<file path="src/rtl/pc_sequencer_pkg.sv">
// Shared widths, stack depth and FSM state type for the program-counter sequencer.
package pc_sequencer_pkg;

  localparam int PC_W        = 9;
  localparam int IDX_W       = 4;
  localparam int STACK_DEPTH = 4;

  typedef enum logic [1:0] {
    ST_IDLE,
    ST_RUN,
    ST_HALTED
  } state_t;

endpackage

</file>
<file path="src/rtl/pc_sequencer_ret_stack.sv">
// LIFO return-address stack with occupancy count 0..DEPTH and a synchronous clear.
module ret_stack #(
  parameter int W     = 9,
  parameter int DEPTH = 4
) (
  input  logic         clk,
  input  logic         rst_n,
  input  logic         clear,
  input  logic         push,
  input  logic         pop,
  input  logic [W-1:0] din,
  output logic [W-1:0] top,
  output logic         full,
  output logic         empty
);

  localparam int CW = $clog2(DEPTH + 1);
  localparam int AW = (DEPTH > 1) ? $clog2(DEPTH) : 1;

  logic [W-1:0]  mem [DEPTH];
  logic [CW-1:0] count;
  logic [CW-1:0] top_ptr;

  assign top_ptr = count - CW'(1);
  assign top     = mem[top_ptr[AW-1:0]];
  assign full    = (count == CW'(DEPTH));
  assign empty   = (count == '0);

  always_ff @(posedge clk or negedge rst_n) begin
    if (!rst_n) begin
      count <= '0;
    end else if (clear) begin
      count <= '0;
    end else if (push && !full) begin
      count <= count + CW'(1);
    end else if (pop && !empty) begin
      count <= count - CW'(1);
    end
  end

  // NOTE: the entry array is deliberately not reset; only the count defines
  // which entries are valid, so clearing it alone discards the contents.
  always_ff @(posedge clk) begin
    if (push && !full && !clear) begin
      mem[count[AW-1:0]] <= din;
    end
  end

endmodule

</file>
<file path="src/rtl/pc_sequencer.sv">
// Program-counter sequencer: IDLE/RUN/HALTED control with jump, call/return and stall.
module pc_sequencer #(
  parameter int PC_W        = pc_sequencer_pkg::PC_W,
  parameter int IDX_W       = pc_sequencer_pkg::IDX_W,
  parameter int STACK_DEPTH = pc_sequencer_pkg::STACK_DEPTH
) (
  input  logic             Clk,
  input  logic             Reset_n,
  input  logic             Start,
  input  logic             Stall,
  input  logic             Halt,
  input  logic             Branch,
  input  logic             Cond,
  input  logic             Call,
  input  logic             Ret,
  input  logic [IDX_W-1:0] Jump_idx,
  output logic [IDX_W-1:0] Lut_idx,
  input  logic [PC_W-1:0]  JP,
  output logic [PC_W-1:0]  PC,
  output logic             Done,
  output logic             Stack_err
);

  import pc_sequencer_pkg::*;

  state_t          state;
  logic [PC_W-1:0] pc_q;
  logic [PC_W-1:0] pc_inc;
  logic [PC_W-1:0] stk_top;
  logic            stk_full;
  logic            stk_empty;
  logic            run_act;
  logic            push;
  logic            pop;
  logic            clear;

  // The external table answers in the same cycle, so the index is a straight wire.
  assign Lut_idx = Jump_idx;
  assign PC      = pc_q;
  assign pc_inc  = pc_q + PC_W'(1);

  always_comb begin
    run_act = (state == ST_RUN) && !Stall;
    push    = run_act && !Halt && !Ret && Call && !stk_full;
    pop     = run_act && !Halt && Ret && !stk_empty;
    clear   = Start && (state == ST_HALTED);
  end

  ret_stack #(
    .W     (PC_W),
    .DEPTH (STACK_DEPTH)
  ) u_stack (
    .clk   (Clk),
    .rst_n (Reset_n),
    .clear (clear),
    .push  (push),
    .pop   (pop),
    .din   (pc_inc),
    .top   (stk_top),
    .full  (stk_full),
    .empty (stk_empty)
  );

  always_ff @(posedge Clk or negedge Reset_n) begin
    if (!Reset_n) begin
      state     <= ST_IDLE;
      pc_q      <= '0;
      Done      <= 1'b0;
      Stack_err <= 1'b0;
    end else begin
      case (state)
        ST_IDLE: begin
          if (Start) begin
            state <= ST_RUN;
            pc_q  <= '0;
          end
        end
        ST_RUN: begin
          if (!Stall) begin
            if (Halt) begin
              state <= ST_HALTED;
              Done  <= 1'b1;
            end else if (Ret) begin
              if (stk_empty) begin
                pc_q      <= pc_inc;
                Stack_err <= 1'b1;
              end else begin
                pc_q <= stk_top;
              end
            end else if (Call) begin
              if (stk_full) begin
                pc_q      <= pc_inc;
                Stack_err <= 1'b1;
              end else begin
                pc_q <= JP;
              end
            end else if (Branch && Cond) begin
              pc_q <= JP;
            end else begin
              pc_q <= pc_inc;
            end
          end
        end
        ST_HALTED: begin
          if (Start) begin
            state     <= ST_RUN;
            pc_q      <= '0;
            Done      <= 1'b0;
            Stack_err <= 1'b0;
          end
        end
        default: state <= ST_IDLE;
      endcase
    end
  end

endmodule

</file>
<file path="config.mk">
export PLATFORM = sky130hd
export DESIGN_NAME = pc_sequencer
export DESIGN_NICKNAME = d
export VERILOG_FILES = /design/src/rtl/pc_sequencer_pkg.sv /design/src/rtl/pc_sequencer_ret_stack.sv /design/src/rtl/pc_sequencer.sv
export SDC_FILE = /design/constraint.sdc
export NUM_CORES = 1
export LEC_CHECK = 0
export BUFFER_PORTS_ARGS = -buffer_cell sky130_fd_sc_hd__buf_2
export CORE_MARGIN = 5
export CORE_UTILIZATION = 61
export CTS_CLUSTER_SIZE = 16
export DETAILED_ROUTE_END_ITERATION = 16
export PLACE_DENSITY = 0.81
export SYNTH_ARGS = -nofsm -noshare
export SYNTH_HDL_FRONTEND = slang
export SYNTH_SLANG_ARGS = --single-unit
</file>
<file path="constraint.sdc">
create_clock -name Clk -period 6.7 [get_ports Clk]
set_input_delay 0 -clock Clk [delete_from_list [all_inputs] [get_ports Clk]]
set_output_delay 0 -clock Clk [all_outputs]
set_load 0.005 [all_outputs]
</file>
==> summary.md <==
| Metric | Value |
|---|---|
| Clock slew seen by the registers of the worst setup and hold paths | around 100 ps |
| Initial antenna violation count | 0 |
| Maxcap violations | 0 |
| Share of flip-flops with an asynchronous set or reset | between 30% and 40% |
| Final nets | around 260 |
| Sequential Area | 1480 um2 |
| Total gr overflow | 0 |
| Synth Net Count | between 200 and 250 |
| Final worst-path cycle share | approximately 40% |
| Worst slew margin | approximately a quarter |
| WP data arrival | between 2000 and 3000 ps |
| Die X | between 70 and 80 um |
| Die Ht | approximately 76 um |
| Starting DRT DRC Count | about 270 |
| Fin cells | between 200 and 300 |
| Combinational share of power | between 30% and 40% |
| First-pass GRT wire length | 9840 um |
| R2R setup slack | a little under 4000 ps |
| WS Path Type | register to register |
| Pwr Density | 384 nW/um2 |
| CTS max path bufs | 2 |
| Most used DFF post-synth | edfxtp_1 |
| Commonest non-fill, non-tap cell in the layout | edfxtp_1 |
| Remaining antenna violation count after routing | 0 |
| I/O pins | 37 |
| Ant diodes | 0 |
| Final slew viol count | 0 |
| Root Driver | clkbuf_8 |
| Cell variety after synth | between 50 and 60 |
| Pin slew with the least headroom to its limit | between 1000 and 1500 ps |
| # hold bufs at CTS | 3 |
| Synth Register Bits | 52 |
| Final setup vio count | 0 |
| Leakage | around 1.1 nW |
| Setup crit start | u_stack.count[0] |
| Per-cell routed wire length | between 20 and 25 um |
| CP Capture Type | register |
| Core ar. | a little over 4000 um2 |
| Internal | 0.713 mW |
| Crit-path max FO | 14 |
| End of the critical path | PC[4] |
| H-tree depth | 2 |
| Largest net degree at the start of global routing | 21 |
| Routability cong. | about 0.88 |
| Detailed placement HPWL | roughly 4400 um |
| Drt drc | 0 |
| Setup WS pre-CTS | between 3000 and 4000 ps |
| Net switching power | 0.397 mW |
| Clock Power Share | 20.0% |
| Input/output buffers | 28 |
| WL final | 6230 um |
| Via count | approximately 1.9k |
| Hold Path Class | primary input to output port |
| EDFF count, synth | 36 |
| CTS tree | done |
| Max Fclk | 367 MHz |
| Min-delay src | Jump_idx[0] |
| Vias in the first global route | between 1.5k and 2k |
| Outcome | finished clean |
| Rows | 23 |
| Required time worst endpoint | 6900 ps |
| Post_cts resized | 0 |
| Num CTS Buffers | 5 |
| Worst VDD drop | roughly 0.19 mV |
| Final Skew | ~13 ps |
| Total global-route track usage | 24.1% |
| Cells after Synth | ~210 |
| Layout cells sized above 1 | between 20% and 30% |
| Min Tclk post-route | roughly 2700 ps |
| Worst R2R End | PC[4] |
| Worst Setup Slack, final | a little under 4000 ps |
| Seq/Total Area, Yosys | 56.5% |
| Switching Share | 35.8% |
| Yosys warns | 0 |
| Pre-antenna DRT Iters | 5 |
| Post-CTS Setup Inserts | 0 |
| Worst Reg2Reg Path Length in Cells | 6 |
| DR vias/cell | 6.81 |
| Setup TNS | 0 ps |
| Placed Cells | approximately 270 |
| Synth Area per Inst | between 10 and 15 um2 |
| Fin. Hold Viols | 0 |
| Post-Syn Area | between 2000 and 3000 um2 |
| Die area | 5710 um2 |
| Initial Util | between 60 and 70% |
| Skew-Pair Late Insertion Delay | 310 ps |
| Clock Sinks | 52 |
| Area Growth Syn to Fin | 10.2% |
| Fillers | 300 |
| Reg power frac | between 40 and 50% |
| RSZ-0062 raised after global routing | no |
| Worst r2r src | u_stack.count[0] |
| Critical Path Source Type | register |
| Most frequent cells in the layout | edfxtp_1 (36), buf_2 (28), nand2_1 (19) |
| Multi-input gate area | 1030 um2 |
## state kept, by name, indices dropped and copies added (netlist names)
name and cells:
u_stack.mem 36, Done 1, Stack_err 1, u_stack.count 3
state 2, PC 9
## worst min path at each step
stage	depth (start not counted)	slack, ps	endpoint
2_1_floorplan	0	-300	Done
3_3_place_gp	1	-50	state[1]
3_5_place_dp	1	-40	state[1]
4_1_cts	0	0.03	Lut_idx[2]
5_1_grt	0	0.03	Lut_idx[0]
6_report	0	0.001	Lut_idx[0]
## area by class of cell
cell class                      instances  area share (%)
Clock buffer                            5            2.38
Tap cell                               50            2.16
Timing Repair Buffer                   32            6.15
Clock inverter                          3            1.60
Multi-Input combinational cell        133            35.5
Sequential cell                        52            51.3
Inverter                                7           0.909
## metrics by stage
step           cell area, um2  hold slack [ps]  power, mW  utilization [%]
5_1_grt                  2890           0.0282       1.17             70.7
3_5_place_dp             2750            -35.7      0.888             67.2
6_report                 2890          0.00142       1.11             70.7
3_3_place_gp             2750            -52.4      0.874             67.2
4_1_cts                  2890           0.0346       1.11             70.7
2_1_floorplan            2620             -296      0.775                -
## cell usage after synthesis (2+ instances only)
library cell,instances,area [um2]
a21oi_1,6,30.0
a21o_1,2,15.0
a211oi_1,3,22.5
a31oi_1,2,12.5
nand2b_1,2,12.5
buf_4,6,45.0
nand4_1,3,18.8
o31ai_1,3,22.5
inv_1,7,26.3
o31a_1,3,26.3
and2_1,3,18.8
nor2_1,7,26.3
nor3_1,6,30.0
buf_2,4,20.0
o21a_1,3,22.5
a22oi_1,2,15.0
or4_1,2,15.0
o221ai_1,3,26.3
edfxtp_1,36,1080
or3_1,3,18.8
ha_1,6,75.1
nand3_1,6,30.0
o21ai_0,7,35.0
mux4_2,9,203
xnor2_1,2,17.5
or2_2,2,12.5
nor2b_1,2,12.5
and3_1,3,18.8
nor4_1,2,12.5
dfrtp_1,16,400
nand2_1,19,71.3
## critical path: stages (launching register included)
cell     delay (ps)
dfrtp_1         820
inv_1           200
ha_1            630
mux4_2          380
o31a_1          280
a31oi_1         200
o22ai_1         110
## logic make-up after synthesis
group / after synthesis / share of synthesized area (%)
adder cells (fa/ha/maj): 6 / 2.86
AND/OR/NAND/NOR: 68 / 14.4
flip-flops: 52 / 56.5
XOR/XNOR: 3 / 1.00
AO/OA/AOI/OAI: 46 / 12.7
multiplexers: 10 / 8.16
buffers and inverters: 20 / 4.34
## power groups by stage
stage	clock network [mW]	registers, mW	logic (mW)
after floorplan	0	0.474	0.301
after global placement	0	0.499	0.375
after detailed placement	0	0.503	0.385
after CTS	0.221	0.496	0.388
after global routing	0.237	0.509	0.425
final	0.222	0.497	0.392
## metal layers
metal	GRT usage, %	vias to the layer above	wire [um]
met1	30.7	950	2530
met2	40.1	104	3040
met5	0	-	0
met3	5.28	18	531
met4	9.71	0	131
li1	-	848	-
No activity file was read; power rests on OpenSTA's default activity.
